[config.mk]
export PLATFORM = sky130hd
export DESIGN_NAME = sample_filter
export DESIGN_NICKNAME = d
export VERILOG_FILES = /design/src/rtl/sample_filter.sv
export SDC_FILE = /design/constraint.sdc
export NUM_CORES = 1
export LEC_CHECK = 0
export ABC_AREA = 1
export CAP_MARGIN = 20
export CORE_MARGIN = 5
export CORE_UTILIZATION = 39
export DETAILED_ROUTE_END_ITERATION = 12
export PLACE_DENSITY = 0.55
export REMOVE_ABC_BUFFERS = 1
export SYNTH_ARGS = -nofsm -noshare
export SYNTH_HDL_FRONTEND = slang
export SYNTH_SLANG_ARGS = --single-unit
[constraint.sdc]
create_clock -name clk -period 2.8 [get_ports clk]
set_input_delay 0.42 -clock clk [delete_from_list [all_inputs] [get_ports clk]]
set_output_delay 0.42 -clock clk [all_outputs]
set_load 0.05 [all_outputs]
[src/rtl/sample_filter.sv]
// -----------------------------------------------------------------------------
// sample_filter
//
// Moving-average filter over signed 8-bit samples. The window holds
// 2**DEPTH_LOG2 samples in a circular buffer. A running sum is updated
// incrementally: the new sample is added and the sample it overwrites is
// subtracted. The average is the sum arithmetic-shifted right by DEPTH_LOG2.
// Slots that have not been written yet hold zero. While the window is filling,
// those empty slots count as zero samples, so the average is not divided by
// fill_count.
//
// Optional feature: define SAMPLE_FILTER_PEAK_HOLD_EN to add the peak_max and
// peak_min outputs. They hold the signed max and min of the raw samples seen
// since the last reset or clear.
//
// Parameters
//   DEPTH_LOG2   log2 of the window length, legal range 1..4
//
// Ports
//   clk          system clock, rising edge
//   rst_n        asynchronous active-low reset
//   data_in      signed sample byte
//   data_valid   single-cycle strobe qualifying data_in
//   clear        synchronous flush of the window (wins over data_valid)
//   data_out     signed windowed average, registered
//   out_valid    one-cycle strobe, high the cycle after an accepted sample
//   full         window holds 2**DEPTH_LOG2 real samples
//   fill_count   number of real samples in the window, 0..2**DEPTH_LOG2
//   peak_max     (SAMPLE_FILTER_PEAK_HOLD_EN) signed max since reset/clear
//   peak_min     (SAMPLE_FILTER_PEAK_HOLD_EN) signed min since reset/clear
// -----------------------------------------------------------------------------
module sample_filter #(
   parameter int DEPTH_LOG2 = 3
) (
   input  logic       clk,
   input  logic       rst_n,
   input  logic [7:0] data_in,
   input  logic       data_valid,
   input  logic       clear,
   output logic [7:0] data_out,
   output logic       out_valid,
   output logic       full,
   output logic [4:0] fill_count
`ifdef SAMPLE_FILTER_PEAK_HOLD_EN
   ,
   output logic [7:0] peak_max,
   output logic [7:0] peak_min
`endif
);

   localparam int         DEPTH      = 1 << DEPTH_LOG2;
   localparam int         SUM_W      = 8 + DEPTH_LOG2;
   localparam logic [4:0] FULL_COUNT = 5'(DEPTH);

   typedef enum logic [1:0] {
      ST_EMPTY,
      ST_FILLING,
      ST_FULL
   } state_t;

   state_t                  state;
   logic [7:0]              ring [DEPTH];
   logic [DEPTH_LOG2-1:0]   wp;
   logic [SUM_W-1:0]        sum;
   logic [SUM_W-1:0]        next_sum;
   logic [4:0]              fill_next;
   logic                    armed;
   logic                    accept;

   // The sum is kept as a two's-complement bit pattern. Sign-extending both
   // operands to SUM_W makes plain modular add/subtract give the signed
   // result. The true window sum always fits in SUM_W bits.
   assign next_sum  = sum
                    + {{DEPTH_LOG2{data_in[7]}}, data_in}
                    - {{DEPTH_LOG2{ring[wp][7]}}, ring[wp]};
   assign fill_next = fill_count + 5'd1;

   // 'armed' is low for the first edge after reset release. A strobe that
   // arrives in the same cycle rst_n rises is therefore ignored.
   assign accept    = data_valid && !clear && armed;

   // NOTE: every register here, including the ring buffer, has an async reset
   // (the buffer is at most 16 bytes). Stale samples must never leak into the
   // sum after a reset.
   always_ff @(posedge clk or negedge rst_n) begin
      if (!rst_n) begin
         state      <= ST_EMPTY;
         for (int i = 0; i < DEPTH; i++) ring[i] <= '0;
         wp         <= '0;
         sum        <= '0;
         fill_count <= '0;
         full       <= 1'b0;
         data_out   <= 8'h00;
         out_valid  <= 1'b0;
         armed      <= 1'b0;
`ifdef SAMPLE_FILTER_PEAK_HOLD_EN
         peak_max   <= 8'h80;
         peak_min   <= 8'h7F;
`endif
      end else begin
         // NOTE: non-blocking assignments throughout, so every right-hand side
         // sees the pre-edge value of every register.
         armed     <= 1'b1;
         out_valid <= 1'b0;

         if (clear) begin
            state      <= ST_EMPTY;
            for (int i = 0; i < DEPTH; i++) ring[i] <= '0;
            wp         <= '0;
            sum        <= '0;
            fill_count <= '0;
            full       <= 1'b0;
            data_out   <= 8'h00;
`ifdef SAMPLE_FILTER_PEAK_HOLD_EN
            peak_max   <= 8'h80;
            peak_min   <= 8'h7F;
`endif
         end else if (accept) begin
            ring[wp]  <= data_in;
            wp        <= wp + DEPTH_LOG2'(1);
            sum       <= next_sum;
            // Taking bits [DEPTH_LOG2 +: 8] of the SUM_W-bit sum is the
            // arithmetic shift right by DEPTH_LOG2, truncated to 8 bits.
            data_out  <= next_sum[DEPTH_LOG2 +: 8];
            out_valid <= 1'b1;
`ifdef SAMPLE_FILTER_PEAK_HOLD_EN
            if ($signed(data_in) > $signed(peak_max)) peak_max <= data_in;
            if ($signed(data_in) < $signed(peak_min)) peak_min <= data_in;
`endif
            case (state)
               ST_EMPTY, ST_FILLING: begin
                  fill_count <= fill_next;
                  if (fill_next == FULL_COUNT) begin
                     state <= ST_FULL;
                     full  <= 1'b1;
                  end else begin
                     state <= ST_FILLING;
                  end
               end
               ST_FULL: begin
                  // Window stays full. fill_count is saturated.
               end
               default: begin
                  state      <= ST_EMPTY;
                  fill_count <= '0;
                  full       <= 1'b0;
               end
            endcase
         end
      end
   end

endmodule

# == Word-level counts from Yosys, hierarchy flattened ==
# Cells that the tools add are included.
# op_classes
addsub,4
order_cmp,2
n_eq_ne,5
muxes,27
bitwise,1
n_reduce_logical,9
# op_table
op,count
$mux 64,2
$bwmux 64,1
$mux 8,5
$bmux 8 s3,1
$demux 8 s3,1
$mux 11,2
$add 11x11->11,1
$sub 11x11->11,1
$mux 5,2
$pmux 5 s2,1
$mux 2,3
$mux 3,2
$add 5x1->5 const B,1
$eq 5x4->1 const B,1
$mux 1,5
$ge 4x4->1 const B,1
$lt 4x1->1 const B,1
$not 3->4,1
$pmux 2 s2,1
$add 3x1->3 const B,1
$logic_and 1x1->1,3
$ne 3x3->1 const B,1
$reduce_and 3->1,1
$eq 2x1->1 const B,1
8 further kinds,8
# totals
ff_bits,96
input_bits,12
output_inout_bits,15
word_cells,64

# == Logic depth before layout (Yosys ltp) ==
# Gate-level depths: netlist of the first run.
# depth
ltp_word,8
ltp_mapped,19
ltp_nobuf,18

# == Worst setup path after synthesis of the first run ==
# No wires, ideal clock.
# synth_path
kind,register -> register
start,register wp[1]
end,register data_out[5]
setup_time_ns,0.126
arrival_time_ns,2.586
required_time_ns,2.674
path_slack_ns,0.088
path_stages_with_launch,16
n_path_buf,0
period_less_slack_ns,2.712
path_cell_list,dfrtp_1 nor2_1 nand2_1 o22ai_1 a21oi_1 nand3_1 fa_1 fa_1 inv_1 nand3_1 nand3_1 nand2_1 nand2_1 nand2_1 nand2_1 o21ai_0
# synth_between
elab_chain_cells,7
# synth_rtl
item,line_no,rtl
start: declaration,63,logic [DEPTH_LOG2-1:0] wp;
start signal: assignment,120,wp <= wp + DEPTH_LOG2'(1);
$not 3->4 (implied by the code),75,"- {{DEPTH_LOG2{ring[wp][7]}}, ring[wp]};"
$bmux 8 s3,75,
$mux 8 (implied by the code) (2 in a row),75,
$sub 11x11->11,75,
$mux 8,118,end else if (accept) begin
$mux 8,106,if (clear) begin
end signal: assignment,124,data_out <= next_sum[DEPTH_LOG2 +: 8];
end: declaration,40,"output logic [7:0] data_out,"
# No other way between the ends. The select of a mux whose other input is x is not followed.
# A chain may end at the register's enable or synchronous reset.

# == Final worst setup path of the first run ==
# layout_path
start,register wp[2]
end,register data_out[5]
# The elaborated chain is that of the path after synthesis.

==> metrics.md, run 1 <==
| Metric | Value |
|---|---|
| Fin crit share | `101%` |
| Total gr overflow | `0` |
| Status | `finished, violations left` |
| Mux share of post-synthesis cell area | `0%` |
| Largest family of logic cells by synthesized area | `simple AND/OR/NAND/NOR gates` |
| Worst Tran Pin Value | `605 ps` |
| Die W | `120 µm` |
| Largest net degree at the start of global routing | `46` |
| Total detailed-routing wirelength | `12800 µm` |
| Post-synthesis compound-gate area fraction | `15.5%` |
| CP dominant cell by count | `nand2_1` |
| Via count | `4129` |
| Die Height | `120 µm` |
| Worst Path Max Fanout | `8` |
| Fill cell count | `1125` |
| Clock H-tree levels | `3` |
| Worst Hold Class | `in2async` |
| Gate Count Post-Synth | `557` |
| R2r setup slk | `-20 ps` |
| CP startpoint | `wp[2]` |
| Total track usage | `18.4%` |
| Sw Share | `32.6%` |
| Failing checks | `negative setup slack` |
| Initial antenna violation count | `0` |
| Post-Route Skew | `7.26 ps` |
| Critical Path RT | `3030 ps` |
| Routed len/inst | `16.5 µm` |
| GR Util met2 | `28.3%` |
| Most frequent cells in the layout | `inv_1, dfrtp_1, nand2_1, o22ai_1, buf_4` |
| R2R Path Start | `wp[2]` |
| Clk slew on worst S/H paths | `60 ps` |
| Setup violators final | `1` |
| P_int | `2.66 mW` |
| Pre-CTS WS | `-253 ps` |
| Num ports | `27` |
| Final critical-path required period | `2820 ps` |
| Root buffer cell | `clkbuf_16` |
| Storage cell area | `2210 µm²` |
| HPWL Detailed | `8860 µm` |
| Clk_lat worst skew | `340 ps` |
| Fraction of layout instances using a drive strength above 1 | `25.5%` |
| Clk pwr share | `32.1%` |
| RR Endpoint | `data_out[5]` |
| Area of the multi-input gates | `2400 µm²` |
| First-pass GRT wire length | `21000 µm` |
| Post-synthesis simple-gate area fraction | `17.5%` |
| Seq/Total Area, Yosys | `46.7%` |
| Antenna Violating Nets Remaining | `0` |
| Netlist Area Pre-Place | `4720 µm²` |
| Number of global-route vias before repair | `4088` |
| GRT met3 Usage | `4.10%` |
| Initial cell density of the core | `39.6%` |
| Remaining DRCs | `0` |
| Gate power share | `33.8%` |
| Rel. slew slack | `59.7%` |
| Rows | `40` |
| Routability cong. | `0.815` |
| Fmax | `0.354 GHz` |
| Max-cap violation count | `0` |
| Asr flop ratio synth | `100%` |
| Leak Pwr | `2.82 nW` |
| Nets@finish | `661` |
| Synth Area in XOR/XNOR | `0.557%` |
| Top-area cell type share of the netlist area | `46.7%` |
| TritonCTS Buffers | `9` |
| CP Data Arrival Time | `3050 ps` |
| Vias/cell | `5.33` |
| CTS tree | `built` |
| Post-Synth Adder-Cell Area | `7.96%` |
| Area contributors post-synth | `dfrtp_1, inv_1, nand2_1, o22ai_1, nand3_1` |
| Util after Layout | `52.2%` |
| Final hold violations | `0` |
| Power density cells | `636 nW/µm²` |
| Most common cell after layout, fill and taps aside | `inv_1` |
| Iter 0 DRT Violations | `349` |
| Cell taking the most area after synthesis | `dfrtp_1` |
| Busiest layer in global routing | `met2` |
| Prevailing post-synth register cell | `dfrtp_1` |
| Sequential share of power | `34.1%` |
| Met1 Track Usage GR | `26.0%` |
| Total Power | `3.95 mW` |
| IO Port Bufs | `26` |
| Syn Area/Cell | `8.47 µm²` |
| Core ar. | `11900 µm²` |
| # hold bufs at CTS | `0` |
| Startpoint class of the critical path | `register` |
| Final setup margin | `-22.5 ps` |
| Die ar. | `14400 µm²` |
| Post-synth EDFFs | `0` |
| Net Switching | `1.29 mW` |
| N_diodes | `0` |
| Post-synthesis register bit count | `88` |
| Crit-path cells | `buf_6 -> nor2_4 -> nand2_4 -> o22ai_1 -> a21oi_2 -> nand3_2 -> fa_2 -> fa_2 -> inv_2 -> nand3_2 -> nand3_2 -> nand2_1 -> nand2_1 -> nand2_1 -> nand2_1 -> o21ai_1` |
| Synthesis-to-layout area growth | `31.8%` |
| Setup CP Type | `reg2reg` |
| Clock Path Buffers | `2` |
| Sink Count | `88` |
| Drt pass-1 iters | `4` |
| RSZ-0062 raised after global routing | `yes` |
| Setup crit end kind | `register` |
| Slew Viols, Final | `0` |
| Maximum VDD drop | `338 µV` |
| Yosys Warn Count | `0` |
| Worst r2r path cells | `16` |
| Yosys cell types | `29` |
| CP max-delay cell | `fa_2` |
| Max stage delay on crit path | `470 ps` |
-- area by class of cell --
cell class	instances	area share [%]
clock buffers	11	3.74
clock inverters	3	1.11
inverters	109	6.66
multi-input cells	339	38.6
flip-flops and latches	88	35.5
well taps	147	2.96
repair buffers	78	11.4
-- per-layer routing --
layer  share of wire [%]  routed length, µm
met2                  47               5970
met3                 3.9                494
met1                  48               6090
met4                 1.6                202
met5                   0                  0
-- cell families after synthesis --
family                     count (synthesis)
and+or+nand+nor                          185
adders and majority gates                 24
DFF                                       88
xor gates and xnor gates                   3
other                                      1
buffers and inverters                    130
AOI/OAI and AO/OA                        126
-- how the worst max path moves through the flow --
stage / endpoint / slack [ps] / cells past startpoint
6_report: data_out[5] / -20 / 16
5_1_grt: data_out[3] / -170 / 15
4_1_cts: data_out[7] / -5 / 18
3_5_place_dp: data_out[7] / -250 / 15
3_3_place_gp: data_out[7] / -250 / 15
2_1_floorplan: data_out[7] / 40 / 15
-- cell usage after synthesis (4+ instances only) --
library cell / number
inv_1: 100
nand3b_1: 4
nor2_1: 20
a22oi_1: 8
buf_4: 11
a21oi_1: 16
nand2_1: 98
inv_2: 9
ha_1: 14
o22ai_1: 58
buf_2: 5
fa_1: 10
nand4_1: 6
o21ai_0: 34
dfrtp_1: 88
nand3_1: 50
o21ai_1: 7
-- power groups by stage --
stage | clock (mW) | sequential [mW] | combinational [mW]
after floorplan | 0 | 1.46 | 0.513
after global placement | 0 | 1.37 | 0.946
after detailed placement | 0 | 1.37 | 0.957
after CTS | 1.29 | 1.35 | 1.09
after global routing | 1.36 | 1.36 | 1.46
final | 1.27 | 1.35 | 1.34
-- registers in the layout, indices dropped and copies added, names as in the netlist --
| signal | cells |
|---|---|
| ring | 64 |
| data_out | 8 |
| fill_count | 5 |
| sum | 3 |
| wp | 3 |
| state | 2 |
| armed | 1 |
| full | 1 |
| out_valid | 1 |
-- worst max-delay path, delay by kind of cell (launching register included) --
kind	cells	cell delay, ps
simple gates	9	790
flops	1	450
fa+ha+maj	2	890
buf+inv	2	230
compound gates	3	350
-- metrics by stage --
| stage | hold WS, ps | instance area (µm²) | cells | TNS, ps |
|---|---|---|---|---|
| 6_report | 74.1 | 6220 | 775 | -22.5 |
| 2_1_floorplan | 124 | 4580 | 536 | 0 |
| 5_1_grt | 122 | 6220 | 775 | -855 |
| 4_1_cts | 96.0 | 5880 | 768 | -10.4 |
| 3_3_place_gp | 460 | 5310 | 745 | -1160 |
| 3_5_place_dp | 466 | 5310 | 745 | -1450 |
-- what timing repair did --
action                     CTS  global route
gates resized for setup     39            74
buffers inserted             9             7
setup endpoints to repair    9             9
gates cloned                 0             0
pin swaps                   15            39
Note: power is estimated with default switching activity, not from simulation.
==> run 2: changes to the inputs <==
- CAP_MARGIN: 20 -> 0
- CTS_BUF_LIST: not set -> sky130_fd_sc_hd__clkbuf_4 sky130_fd_sc_hd__clkbuf_8
==> run 2 against run 1 <==
  * The flow still finishes with violations (negative setup slack)
  * Die area is the same
  * First-iteration DRC count shrank 10%
  * Critical path depth is the same
  * Total power shrank 8.6%
  * Global-route usage is essentially flat
  * Largest power group unchanged
  * Core utilization shrank 1.2 points
  * Via count shrank 1.2%
  * Combinational power shrank 4%
  * Clock skew grew 2.9 ps
  * Cell area shrank 2.3%
  * Maximum frequency grew 0.15%
  * Critical path type unchanged
==> metrics.md, run 2 (synthesized netlist as in run 1, its figures left out) <==
| Metric | Value |
|---|---|
| Setup crit end kind | `register` |
| CP max-delay cell | `fa_2` |
| Sequential share of power | `37.3% (+3.2 points)` |
| Gate power share | `35.7% (+1.9 points)` |
| Clk pwr share | `27.0% (-5.1 points)` |
| Maximum VDD drop | `308 µV (-8.7%)` |
| Worst Tran Pin Value | `601 ps (-3.67 ps)` |
| Nets@finish | `659 (-0.30%)` |
| Post-Route Skew | `10.1 ps (+2.88 ps)` |
| Die ar. | `14400 µm² (unchanged)` |
| CP Data Arrival Time | `3090 ps (+40 ps)` |
| Die Height | `120 µm (unchanged)` |
| Clock Path Buffers | `2 (unchanged)` |
| Setup TNS | `-18.7 ps (+3.81 ps)` |
| TritonCTS Buffers | `9 (unchanged)` |
| Root buffer cell | `clkbuf_8` |
| Crit-path cells | `buf_6 -> nor2_4 -> nand2_4 -> o22ai_1 -> a21oi_2 -> nand3_2 -> fa_2 -> fa_2 -> inv_2 -> nand3_2 -> nand3_2 -> nand2_1 -> nand2_1 -> nand2_1 -> nand2_1 -> o21ai_1` |
| # hold bufs at CTS | `0 (unchanged)` |
| Final hold violations | `0 (unchanged)` |
| Vias/cell | `5.28 (-0.93%)` |
| Rows | `40 (unchanged)` |
| Number of global-route vias before repair | `4100 (+0.29%)` |
| IO Port Bufs | `26 (unchanged)` |
| HPWL Detailed | `8860 µm (unchanged)` |
| Fraction of layout instances using a drive strength above 1 | `24.0% (-1.5 points)` |
| Final critical-path required period | `2820 ps (-4.36 ps)` |
| Worst r2r path cells | `16 (unchanged)` |
| Most frequent cells in the layout | `inv_1, nand2_1, dfrtp_1, o22ai_1, nand3_1` |
| Synthesis-to-layout area growth | `28.7%` |
| Via count | `4080 (-1.2%)` |
| Num ports | `27 (unchanged)` |
| Iter 0 DRT Violations | `313 (-10%)` |
| Non-Filler Instances | `773 (-0.26%)` |
| Clk slew on worst S/H paths | `90 ps (+30 ps)` |
| Core ar. | `11900 µm² (unchanged)` |
| RR Endpoint | `data_out[5]` |
| Antenna Violating Nets Remaining | `0 (unchanged)` |
| P_int | `2.38 mW (-11%)` |
| Routability cong. | `0.815 (unchanged)` |
| Fin crit share | `101% (-0.16 points)` |
| Setup violators final | `2 (+1)` |
| Power density cells | `595 nW/µm² (-6.4%)` |
| Fmax | `0.355 GHz (+0.15%)` |
| Remaining DRCs | `0 (unchanged)` |
| N_diodes | `0 (unchanged)` |
| Critical Path RT | `3080 ps (+50 ps)` |
| Rel. slew slack | `59.9% (+0.24 points)` |
| Die W | `120 µm (unchanged)` |
| Largest registers | `ring (64), data_out (8), fill_count (5)` |
| Fill cell count | `1146 (+1.9%)` |
| Total Power | `3.61 mW (-8.6%)` |
| Sink Count | `88 (unchanged)` |
| Total detailed-routing wirelength | `12600 µm (-0.93%)` |
| CP dominant cell by count | `nand2_1` |
| Startpoint class of the critical path | `register` |
| Worst Hold Class | `in2async` |
| Most common cell after layout, fill and taps aside | `inv_1` |
| Leak Pwr | `2.77 nW (-1.7%)` |
| Total track usage | `18.3% (-0.022 points)` |
| Final setup margin | `-18.2 ps (+4.36 ps)` |
| R2R Path Start | `wp[2]` |
| RSZ-0062 raised after global routing | `yes` |
| Inst Count DP | `745 (unchanged)` |
| Worst Path Max Fanout | `8 (unchanged)` |
| Largest net degree at the start of global routing | `46 (unchanged)` |
| Clock H-tree levels | `3 (unchanged)` |
| Failing checks | `negative setup slack` |
| Initial antenna violation count | `0 (unchanged)` |
| Max FFs per register | `64 (unchanged)` |
| Slew Viols, Final | `0 (unchanged)` |
| Biggest register | `ring` |
| Total gr overflow | `0 (unchanged)` |
| R2r setup slk | `-20 ps (about the same)` |
| Sw Share | `34.1% (+1.5 points)` |
| Setup CP Type | `reg2reg` |
| Clk_lat worst skew | `380 ps (+40 ps)` |
| Max stage delay on crit path | `460 ps (about the same)` |
| Util after Layout | `51.0% (-1.2 points)` |
| Routed len/inst | `16.3 µm (-0.67%)` |
| Drt pass-1 iters | `4 (unchanged)` |
| Max-cap violation count | `0 (unchanged)` |
| CTS tree | `built` |
| First-pass GRT wire length | `21000 µm (-0.20%)` |
| Status | `finished, violations left` |
| Net Switching | `1.23 mW (-4.3%)` |
| Initial cell density of the core | `39.6% (unchanged)` |
[run 2: changes by cell type in the layout (fill, tap and decap cells not counted), sizes merged]
cell,delta
buf,-2
[run 2: per-layer routing]
layer	vias up	GRT usage [%]	routed length [µm]
met1	2000	25.8	5950
met3	20	3.82	560
met5	-	0	0
met2	82	28.1	5840
li1	1978	-	-
met4	0	6.30	291
[run 2: metrics by stage]
stage	worst slack [ps]	hold slack, ps	instance area (µm²)
floorplan	39.3	124	4580
global placement	-248	460	5310
detailed placement	-253	466	5310
CTS	-8.13	52.3	5780
global route	-140	77.3	6070
finish	-18.2	39.3	6070
[run 2: repair_timing]
action | in CTS | in global routing
endpoints found under the hold margin | 0 | 0
setup endpoints to repair | 9 | 9
setup buffers | 8 | 6
resized for setup | 40 | 65
pin swaps | 15 | 35
[run 2: cell type report]
| cell class | instances | area [µm²] | area share, % |
|---|---|---|---|
| clock buffers | 11 | 139 | 2.29 |
| clock inverters | 3 | 68.8 | 1.13 |
| inverters | 109 | 412 | 6.78 |
| multi-input cells | 339 | 2360 | 38.8 |
| flip-flops and latches | 88 | 2210 | 36.3 |
| well taps | 147 | 184 | 3.03 |
| repair buffers | 76 | 707 | 11.6 |
[run 2: worst max-delay path by stage]
stage	start	endpoint	depth (start not counted)
2_1_floorplan	wp[0]	data_out[7]	15
3_3_place_gp	wp[0]	data_out[7]	15
3_5_place_dp	wp[0]	data_out[7]	15
4_1_cts	wp[0]	data_out[7]	18
5_1_grt	wp[2]	data_out[6]	18
6_report	wp[2]	data_out[5]	16
[run 2: power groups by stage]
| stage | clock network, mW | logic (mW) | registers [mW] |
|---|---|---|---|
| 5_1_grt | 1.06 | 1.42 | 1.35 |
| 2_1_floorplan | 0 | 0.513 | 1.46 |
| 3_5_place_dp | 0 | 0.957 | 1.37 |
| 4_1_cts | 1.00 | 1.09 | 1.35 |
| 3_3_place_gp | 0 | 0.946 | 1.37 |
| 6_report | 0.977 | 1.29 | 1.35 |
[run 2: critical path: cells and delay by family (launching register included)]
family                     cells  cell delay, ps
buffers and inverters          2             220
adders and majority gates      2             880
DFF                            1             450
AOI/OAI and AO/OA              3             350
and+or+nand+nor                9             800
